==> config.mk <==
export PLATFORM = sky130hd
export DESIGN_NAME = module_shift_iir_mc
export DESIGN_NICKNAME = d
export VERILOG_FILES = /design/src/rtl/filter_pkg.sv /design/src/rtl/shift_iir_datapath.sv /design/src/rtl/module_shift_iir_mc.sv
export SDC_FILE = /design/constraint.sdc
export NUM_CORES = 1
export LEC_CHECK = 0
export BUFFER_PORTS_ARGS = -buffer_cell sky130_fd_sc_hd__buf_2
export CELL_PAD_IN_SITES_DETAIL_PLACEMENT = 0
export CELL_PAD_IN_SITES_GLOBAL_PLACEMENT = 1
export CORE_MARGIN = 2
export CORE_UTILIZATION = 25
export DETAILED_ROUTE_END_ITERATION = 6
export PLACE_DENSITY_LB_ADDON = 0.1
export SYNTH_ARGS = -nofsm -noshare
export SYNTH_HDL_FRONTEND = slang
export SYNTH_HIERARCHICAL = 1
export SYNTH_SLANG_ARGS = --single-unit
export TNS_END_PERCENT = 20
==> constraint.sdc <==
create_clock -name qzt_clk -period 18 [get_ports qzt_clk]
set_clock_uncertainty 0.1 [all_clocks]
set_input_delay 1.8 -clock qzt_clk [delete_from_list [all_inputs] [get_ports qzt_clk]]
set_output_delay 1.8 -clock qzt_clk [all_outputs]
set_load 0.05 [all_outputs]
==> src/rtl/filter_pkg.sv <==
// Shared encodings and saturation helper for the shift-coefficient IIR filter.
package filter_pkg;

  typedef enum logic [1:0] {
    MODE_BYPASS    = 2'd0,
    MODE_NOTCH_FS4 = 2'd1,
    MODE_LOWPASS1  = 2'd2,
    MODE_HIGHPASS1 = 2'd3
  } mode_e;

  typedef enum logic [1:0] {
    ST_IDLE   = 2'd0,
    ST_CALC   = 2'd1,
    ST_COMMIT = 2'd2
  } state_e;

  // Clamp a signed value to the range of a w-bit two's complement number (w <= 31).
  function automatic logic signed [31:0] sat(input logic signed [31:0] val, input int w);
    logic signed [31:0] hi;
    logic signed [31:0] lo;
    hi = (32'sd1 <<< (w - 1)) - 32'sd1;
    lo = -hi - 32'sd1;
    if (val > hi) return hi;
    if (val < lo) return lo;
    return val;
  endfunction

endpackage

==> src/rtl/shift_iir_datapath.sv <==
// One channel of the shift-coefficient IIR, purely combinational.
// Evaluates in DATA_W+2 bits so every mode's intermediate sum fits before saturation.
module shift_iir_datapath
  import filter_pkg::*;
#(
  parameter int DATA_W = 20,
  parameter int K_W    = 4
) (
  input  logic signed [DATA_W-1:0] x,
  input  logic signed [DATA_W-1:0] x1,
  input  logic signed [DATA_W-1:0] x2,
  input  logic signed [DATA_W-1:0] y1,
  input  logic signed [DATA_W-1:0] y2,
  input  mode_e                    mode,
  input  logic        [K_W-1:0]    k,
  output logic signed [DATA_W-1:0] y
);

  localparam int CW = DATA_W + 2;

  logic signed [CW-1:0] xe;
  logic signed [CW-1:0] x1e;
  logic signed [CW-1:0] x2e;
  logic signed [CW-1:0] y1e;
  logic signed [CW-1:0] y2e;
  logic signed [CW-1:0] acc;

  assign xe  = {{2{x[DATA_W-1]}},  x};
  assign x1e = {{2{x1[DATA_W-1]}}, x1};
  assign x2e = {{2{x2[DATA_W-1]}}, x2};
  assign y1e = {{2{y1[DATA_W-1]}}, y1};
  assign y2e = {{2{y2[DATA_W-1]}}, y2};

  always_comb begin
    acc = xe;
    case (mode)
      MODE_BYPASS:    acc = xe;
      MODE_NOTCH_FS4: acc = xe + x2e - y2e + (y2e >>> k);
      MODE_LOWPASS1:  acc = y1e + ((xe - y1e) >>> k);
      MODE_HIGHPASS1: acc = xe - x1e + y1e - (y1e >>> k);
      default:        acc = xe;
    endcase
  end

  assign y = DATA_W'(sat(32'(acc), DATA_W));

endmodule

==> src/rtl/module_shift_iir_mc.sv <==
// Multi-channel shift-coefficient IIR: one channel per cycle, frame commits N_CH+1 cycles after the strobe edge.
// No backpressure: a strobe edge while busy is dropped and latches the sticky overrun flag.
module module_shift_iir_mc
  import filter_pkg::*;
#(
  parameter int DATA_W = 20,
  parameter int N_CH   = 2,
  parameter int K_W    = 4
) (
  input  logic                     qzt_clk,
  input  logic                     rst,
  input  logic                     clk_in,
  input  logic [1:0]               mode,
  input  logic [K_W-1:0]           k,
  input  logic [N_CH*DATA_W-1:0]   Vin,
  output logic [N_CH*DATA_W-1:0]   Vout,
  output logic                     vout_valid,
  output logic                     busy,
  output logic                     overrun
);

  localparam int CH_W = (N_CH > 1) ? $clog2(N_CH) : 1;
  localparam logic [CH_W-1:0] LAST_CH = CH_W'(N_CH - 1);

  typedef logic signed [DATA_W-1:0] smp_t;

  state_e                  state_q, state_d;
  logic [CH_W-1:0]         ch_q, ch_d;
  logic                    clk_in_old_q, clk_in_old_d;
  mode_e                   mode_q, mode_d;
  logic [K_W-1:0]          k_q, k_d;
  logic                    clr_q, clr_d;
  logic [N_CH*DATA_W-1:0]  vin_q, vin_d;
  logic [N_CH*DATA_W-1:0]  shadow_q, shadow_d;
  logic [N_CH*DATA_W-1:0]  vout_q, vout_d;
  logic                    vout_valid_q, vout_valid_d;
  logic                    busy_q, busy_d;
  logic                    overrun_q, overrun_d;
  smp_t                    x1_q [N_CH];
  smp_t                    x1_d [N_CH];
  smp_t                    x2_q [N_CH];
  smp_t                    x2_d [N_CH];
  smp_t                    y1_q [N_CH];
  smp_t                    y1_d [N_CH];
  smp_t                    y2_q [N_CH];
  smp_t                    y2_d [N_CH];

  logic strobe_edge;
  smp_t x_cur, x1_eff, x2_eff, y1_eff, y2_eff, y_cur;

  // A mode change restarts the filter: history is presented as zero for the whole frame.
  assign x_cur  = vin_q[ch_q*DATA_W +: DATA_W];
  assign x1_eff = clr_q ? '0 : x1_q[ch_q];
  assign x2_eff = clr_q ? '0 : x2_q[ch_q];
  assign y1_eff = clr_q ? '0 : y1_q[ch_q];
  assign y2_eff = clr_q ? '0 : y2_q[ch_q];

  assign strobe_edge = clk_in & ~clk_in_old_q;

  shift_iir_datapath #(
    .DATA_W (DATA_W),
    .K_W    (K_W)
  ) u_dp (
    .x    (x_cur),
    .x1   (x1_eff),
    .x2   (x2_eff),
    .y1   (y1_eff),
    .y2   (y2_eff),
    .mode (mode_q),
    .k    (k_q),
    .y    (y_cur)
  );

  always_comb begin
    state_d      = state_q;
    ch_d         = ch_q;
    clk_in_old_d = clk_in;
    mode_d       = mode_q;
    k_d          = k_q;
    clr_d        = clr_q;
    vin_d        = vin_q;
    shadow_d     = shadow_q;
    vout_d       = vout_q;
    vout_valid_d = 1'b0;
    busy_d       = busy_q;
    overrun_d    = overrun_q;
    x1_d         = x1_q;
    x2_d         = x2_q;
    y1_d         = y1_q;
    y2_d         = y2_q;

    case (state_q)
      ST_IDLE: begin
        if (strobe_edge) begin
          vin_d   = Vin;
          mode_d  = mode_e'(mode);
          k_d     = k;
          clr_d   = (mode_e'(mode) != mode_q);
          ch_d    = '0;
          busy_d  = 1'b1;
          state_d = ST_CALC;
        end
      end
      ST_CALC: begin
        if (strobe_edge) overrun_d = 1'b1;
        shadow_d[ch_q*DATA_W +: DATA_W] = y_cur;
        x2_d[ch_q] = x1_eff;
        x1_d[ch_q] = x_cur;
        y2_d[ch_q] = y1_eff;
        y1_d[ch_q] = y_cur;
        // Last channel lands in Vout together with the rest so the frame is coherent.
        if (ch_q == LAST_CH) begin
          vout_d       = shadow_d;
          vout_valid_d = 1'b1;
          state_d      = ST_COMMIT;
        end else begin
          ch_d = ch_q + 1'b1;
        end
      end
      ST_COMMIT: begin
        if (strobe_edge) overrun_d = 1'b1;
        busy_d  = 1'b0;
        state_d = ST_IDLE;
      end
      default: begin
        busy_d  = 1'b0;
        state_d = ST_IDLE;
      end
    endcase
  end

  always_ff @(posedge qzt_clk) begin
    if (rst) begin
      state_q      <= ST_IDLE;
      ch_q         <= '0;
      clk_in_old_q <= 1'b0;
      mode_q       <= MODE_BYPASS;
      k_q          <= '0;
      clr_q        <= 1'b0;
      vin_q        <= '0;
      shadow_q     <= '0;
      vout_q       <= '0;
      vout_valid_q <= 1'b0;
      busy_q       <= 1'b0;
      overrun_q    <= 1'b0;
      for (int c = 0; c < N_CH; c++) begin
        x1_q[c] <= '0;
        x2_q[c] <= '0;
        y1_q[c] <= '0;
        y2_q[c] <= '0;
      end
    end else begin
      state_q      <= state_d;
      ch_q         <= ch_d;
      clk_in_old_q <= clk_in_old_d;
      mode_q       <= mode_d;
      k_q          <= k_d;
      clr_q        <= clr_d;
      vin_q        <= vin_d;
      shadow_q     <= shadow_d;
      vout_q       <= vout_d;
      vout_valid_q <= vout_valid_d;
      busy_q       <= busy_d;
      overrun_q    <= overrun_d;
      x1_q         <= x1_d;
      x2_q         <= x2_d;
      y1_q         <= y1_d;
      y2_q         <= y2_d;
    end
  end

  assign Vout       = vout_q;
  assign vout_valid = vout_valid_q;
  assign busy       = busy_q;
  assign overrun    = overrun_q;

endmodule
==> out/metrics.yaml, run 1 <==
num_io_pins: 92
finalHoldViolCount: 0
layout_fillers: 8786
syn_nets: 2764
timing.setup.tns_ns: 0
worstPathBufferInverterCount: 4
yosysWarningCount: 6
root_buffer: "clkbuf_16"
dpl.cell_count: 3561
postSynth.topFlopCell: "dfxtp_1"
synth_seq_cells: 274
dpl_cell_area_mm2: 0.02157
floorplan.die.width_um: 289.7
post_layout_utilization_of_the_core: 0.2808
antenna_cells: 0
grt_first_pass_wirelength_um: 119500
setup_violations: 0
first_global_vias: 18040
post-synth-top-area-fraction: 0.2688
tritoncts: "done"
clock_latency_on_the_worst_skew_pair_ns: 0.56
p_leak_nw: 8.458
cellPowerDensity_mw_per_mm2: 119.1
timing.final.crit_share: 0.4806
slew_violations: 0
drc: 0
core_region_area_mm2: 0.08068
start_util: 0.2529
synth_edf_count: 0
route.detailed.wl_per_inst_um: 22.08
fp.dieArea_mm2: 0.08393
cts.sinks: 274
grt_overflow: 0
outcome: "finished, final reports clean"
syn_inst: 2545
timing.critical_path.max_delay_family: "compound AO/OA/AOI/OAI gates"
std_cell_rows: 104
tritoncts.num_buffers: 36
routed_wl_um: 79960
max_cap_viol_count: 0
instances_no_fill: 3622
synth_sequential_area_ratio: 0.2688
gpl.final_weighted_congestion: 0.9018
portBuffers: 91
worst_pin_slew_ns: 1.066
clock_tree.buffer_depth: 3
clock_pin_slew_on_the_worst_setup_and_hold_paths_ns: 0.06
cp_slowest_stage_delay_ns: 0.69
standard_cell_with_the_maximum_stage_delay_on_the_critical_path: "buf_4"
synth_top_cells_by_count: "523 x nand2_1, 379 x a21oi_1, 274 x dfxtp_1, 173 x nor2_1"
design_area_mm2: 0.02266
detailedPlacementHpwl_um: 60200
routed-via-count: 18190
critical_path.endpoint_type: "flip-flop"
synth_async_sr_flop_share: 0
cts-htree-levels: 2
path_common_cell: "o21ai_0"
post-synth-top-area-cell: "dfxtp_1"
antenna_found_initial: 2
max_freq_ghz: 0.1156
ir_worst_vdd_mv: 0.05294
synth_top_cells_by_area: "dfxtp_1 27%, nand2_1 9.6%, a21oi_1 9.3%, fa_1 7.9%, mux2i_1 6.7%"
synthesis.area_mm2: 0.02041
worst-endpoint-required_ns: 18.36
hold_path_class: "flip-flop to flip-flop"
critPathLaunchType: "flip-flop"
syn_to_final_growth_pct: 11.02
drt.antenna.violating_nets: 0
routed_via_density: 5.021
crit_path_max_fanout: 37
slew-limit-headroom: 0.2894
final_period_minus_worst_setup_slack_ns: 8.652
ctsResizeCount: 0
yosys.cell_count.top_type: "nand2_1"
unrepaired_setup_endpoints_after_global_routing: "false"
die_height_um: 289.7
timing.setup.critical_path_class: "flip-flop to flip-flop"
detailedRoute.firstPassIterationCount: 5
drt_first_iter_violations: 1034
net_count_reported_at_finish: 2758
synth_area_per_cell_um2: 8.018
yosys.cell_types.count: 87
postCtsSetupBuffers: 0
fraction_of_final_layout_cells_sized_beyond_drive_strength_1: 0.1101
maximum_number_of_pins_on_one_net_before_global_route_repair: 96
hold_buffers: 0
gr-usage-all-layers: 0.1904
worst-endpoint-arrival_ns: 9.02
per-stage QoR:
stage | setup WS (ns) | hold slack (ns) | power (W)
2_1_floorplan | 11.64 | 0.3312 | 0.001639
3_3_place_gp | 9.403 | 0.3383 | 0.002035
3_5_place_dp | 9.363 | 0.3425 | 0.002023
4_1_cts | 9.329 | 0.3501 | 0.002736
5_1_grt | 8.664 | 0.3659 | 0.002891
6_report | 9.349 | 0.3488 | 0.002699
worst paths after layout:
| path | slack [ns] | startpoint | cells after the start | endpoint |
|---|---|---|---|---|
| min reg2reg | 0.35 | y2_q[19] | 2 | y2_q[19] |
| max reg2reg | 9.35 | ch_q | 28 | shadow_q[1] |
| max | 9.35 | ch_q | 28 | shadow_q[1] |
| min | 0.35 | y2_q[19] | 2 | y2_q[19] |
placed cells by master (no fill, tap or decap), drive strengths merged, types with 34 or more instances in the layout:
cell type | netlist | final
a21oi | 381 | 381
buf | 91 | 124
clkbuf | 77 | 53
dfxtp | 274 | 274
fa | 81 | 81
ha | 89 | 89
inv | 137 | 139
mux2i | 136 | 136
nand2 | 524 | 524
nand3b | 82 | 82
nor2 | 173 | 173
o21ai | 101 | 101
xnor2 | 34 | 34
xor2 | 35 | 35
logic make-up (layout without fill, tap and decap cells):
kind of cell / count (synthesis) / in the layout / synth area share
AO/OA/AOI/OAI: 650 / 650 / 0.1898
XOR/XNOR: 69 / 69 / 0.02961
adder cells (fa/ha/maj): 170 / 170 / 0.1340
buffers and inverters: 307 / 324 / 0.07008
flip-flops: 274 / 274 / 0.2688
multiplexers: 200 / 200 / 0.1197
AND/OR/NAND/NOR: 875 / 875 / 0.1880
area by class of cell:
class,instances,area (um^2),area share
timing repair buffer,124,713.2,0.03148
tap,1060,1326,0.05854
clock buffer,53,1005,0.04434
clock inverter,8,86.33,0.003810
sequential,274,5497,0.2426
multi-input combinational,1964,13510,0.5962
inverter,139,521.8,0.02303
metal layers:
layer	track usage	vias up	part of all wire
li1	-	8744	-
met5	0	-	0
met2	0.3124	388	0.46
met1	0.2687	8978	0.48
met3	0.01915	76	0.035
met4	0.04269	0	0.021
state kept, by name, indices dropped and copies added (netlist names), 2 cells and up:
signal	cells
state_q	2
mode_q	2
k_q	4
y2_q	40
Vout	40
shadow_q	20
x2_q	40
y1_q	40
vin_q	40
x1_q	40
where the power goes:
part           switching (W)  total (W)  internal (W)
Clock               0.000284   0.000685      0.000401
Sequential         0.0000263   0.000655      0.000628
Combinational       0.000842    0.00136      0.000517
worst min-delay path, stage by stage, from the launching register on:
cell and delay (ns):
dfxtp_1 0.31, nand2_1 0.05, a21oi_1 0.05
(Power assumes the default switching activity.)
==> run 2, diff against run 1 <==
Settings changed: ABC_AREA set to 1.
Clock period 18 ns to 8.1 ns, I/O delays scaled along.
==> out/metrics.yaml, run 2 <==
slew_violations: 0
grt_first_pass_wirelength_um: 144700
met3_usage: 0.02398
post-place-ws_ns: 0.6839
cts.sinks: 274
worstPathBufferInverterCount: 3
setup_violations: 0
outcome: "finished, final reports clean"
timing.setup.tns_ns: 0
layout_fillers: 9619
fraction_of_final_layout_cells_sized_beyond_drive_strength_1: 0.07347
timing.final.crit_share: 0.9194
commonest_non_fill_non_tap_cell_in_the_layout: "nand2_1"
yosysWarningCount: 6
route.detailed.wl_per_inst_um: 21.60
max_cap_viol_count: 0
drc: 0
fp.dieArea_mm2: 0.08728
clock_pin_slew_on_the_worst_setup_and_hold_paths_ns: 0.06
synthesis.area_mm2: 0.02123
detailedRoute.firstPassIterationCount: 5
timing.final.ws_setup_ns: 0.6533
multi_input_combinational_cell_area_mm2: 0.01341
cp_slowest_stage_delay_ns: 0.94
postSynth.topFlopCell: "dfxtp_1"
standard_cell_with_the_maximum_stage_delay_on_the_critical_path: "o21ai_0"
slew-limit-headroom: 0.2331
critical_path.endpoint_type: "flip-flop"
cts-htree-levels: 2
critPathLaunchType: "flip-flop"
syn_inst: 3360
hold_slack_ns: 0.3528
ctsResizeCount: 0
synth_top_cells_by_area: "dfxtp_1 26%, nand2_1 14%, o21ai_0 8.2%, nor2_1 7.7%, fa_1 7.6%"
routed-via-count: 21940
routed_via_density: 4.850
ir_worst_vdd_mv: 0.1415
core_region_area_mm2: 0.08382
timing.setup.critical_path_class: "flip-flop to flip-flop"
worst-endpoint-required_ns: 8.39
syn_to_final_growth_pct: 12.39
design_power_total_w: 0.008616
hold_buffers: 0
post-synth-top-area-fraction: 0.2583
detailedPlacementHpwl_um: 76600
drt.antenna.violating_nets: 0
drt_first_iter_violations: 1618
worst_pin_slew_ns: 1.138
net_count_reported_at_finish: 3586
worst-endpoint-arrival_ns: 7.74
tritoncts.num_buffers: 34
busiest_layer: "met2"
antenna_found_initial: 2
synth_edf_count: 0
synth_area_per_cell_um2: 6.319
syn_nets: 3579
final_period_minus_worst_setup_slack_ns: 7.447
crit_path_max_fanout: 59
num_io_pins: 92
mostFrequentLayoutCells: "796 x nand2_1, 433 x nor2_1, 399 x inv_1, 350 x o21ai_0, 272 x a21oi_1"
maximum_number_of_pins_on_one_net_before_global_route_repair: 88
die_height_um: 295.4
start_util: 0.2533
synth_sequential_area_ratio: 0.2583
clock_latency_on_the_worst_skew_pair_ns: 0.56
portBuffers: 91
tritoncts: "done"
max_freq_ghz: 0.1343
root_buffer: "clkbuf_16"
routed_wl_um: 97740
yosys.cell_count.top_type: "nand2_1"
std_cell_rows: 106
floorplan.die.width_um: 295.4
grt_overflow: 0
gr-usage-all-layers: 0.2229
unrepaired_setup_endpoints_after_global_routing: "false"
synth_top_cells_by_count: "796 x nand2_1, 434 x nor2_1, 400 x inv_1, 350 x o21ai_0, 274 x dfxtp_1"
layout.area.seq_mm2: 0.005492
timing.critical_path.max_delay_family: "compound AO/OA/AOI/OAI gates"
yosys.cell_types.count: 51
clock_tree.buffer_depth: 3
first_global_vias: 21650
synth_async_sr_flop_share: 0
path_common_cell: "nand2_1"
grt_util_met2: 0.3541
postCtsSetupBuffers: 0
synth_seq_cells: 274
p_leak_nw: 11.00
finalHoldViolCount: 0
post-synth-top-area-cell: "dfxtp_1"
hold_path_class: "flip-flop to flip-flop"
cellPowerDensity_mw_per_mm2: 361.0
met1_track_usage_gr: 0.3215
gpl.final_weighted_congestion: 0.9020
==> run 2: changes by cell type in the layout (fill, tap and decap cells not counted), moves of 34 or more <==
cell / before / now
xor2_1: 35 / 1
inv_1: 136 / 399
nor2_1: 173 / 433
o21ai_0: 85 / 350
nand3b_1: 82 / 13
nand2_1: 523 / 796
a21oi_1: 379 / 272
o211ai_1: 14 / 52
mux2i_1: 136 / 13
nand3_1: 19 / 243
==> run 2: cell type report <==
type | count | area share
Clock inverter | 5 | 0.004090
Multi-Input combinational cell | 2502 | 0.5621
Tap cell | 1134 | 0.05946
Inverter | 411 | 0.06496
Clock buffer | 53 | 0.04331
Antenna cell | 1 | 0.0001049
Timing Repair Buffer | 144 | 0.03586
Sequential cell | 274 | 0.2301
==> run 2: routing by layer <==
metal	up-vias	share of wire
met4	0	0.023
met1	10510	0.50
met2	469	0.44
li1	10890	-
met3	76	0.039
met5	-	0
==> run 2: path summary, 6_finish.rpt <==
kind	from	endpoint	slack, ns	cells past startpoint
min	overrun	overrun	0.35	2
max	ch_q	y1_q[21]	0.65	30
max reg2reg	ch_q	y1_q[21]	0.65	30
min reg2reg	overrun	overrun	0.35	2
==> run 2: cells by family (layout without fill, tap and decap cells) <==
group / Yosys count / in the layout / share of synthesized area
multiplexers: 13 / 13 / 0.006128
other: 0 / 1 / 0
XOR/XNOR: 7 / 7 / 0.002888
buffers and inverters: 584 / 613 / 0.1103
AO/OA/AOI/OAI: 745 / 745 / 0.1878
adder cells (fa/ha/maj): 170 / 170 / 0.1288
AND/OR/NAND/NOR: 1567 / 1567 / 0.3058
flip-flops: 274 / 274 / 0.2583
==> run 2: worst min-delay path, stage by stage (launching register included) <==
cell     delay, ns
dfxtp_1       0.31
inv_1         0.05
a21oi_1       0.05
==> run 2: per-stage QoR <==
stage	instance area, um^2	std cells	util
finish	23860	4524	0.2847
global route	23860	4523	0.2847
CTS	23860	4523	0.2847
detailed placement	22730	4465	0.2712
global placement	22730	4465	0.2712
floorplan	21230	3360	-
==> run 2: power breakdown <==
group | total, W | switching (W) | internal (W)
clock network | 0.00156 | 0.000615 | 0.000943
logic | 0.00554 | 0.00385 | 0.00169
registers | 0.00151 | 0.0000668 | 0.00145
total | 0.00862 | 0.00454 | 0.00408
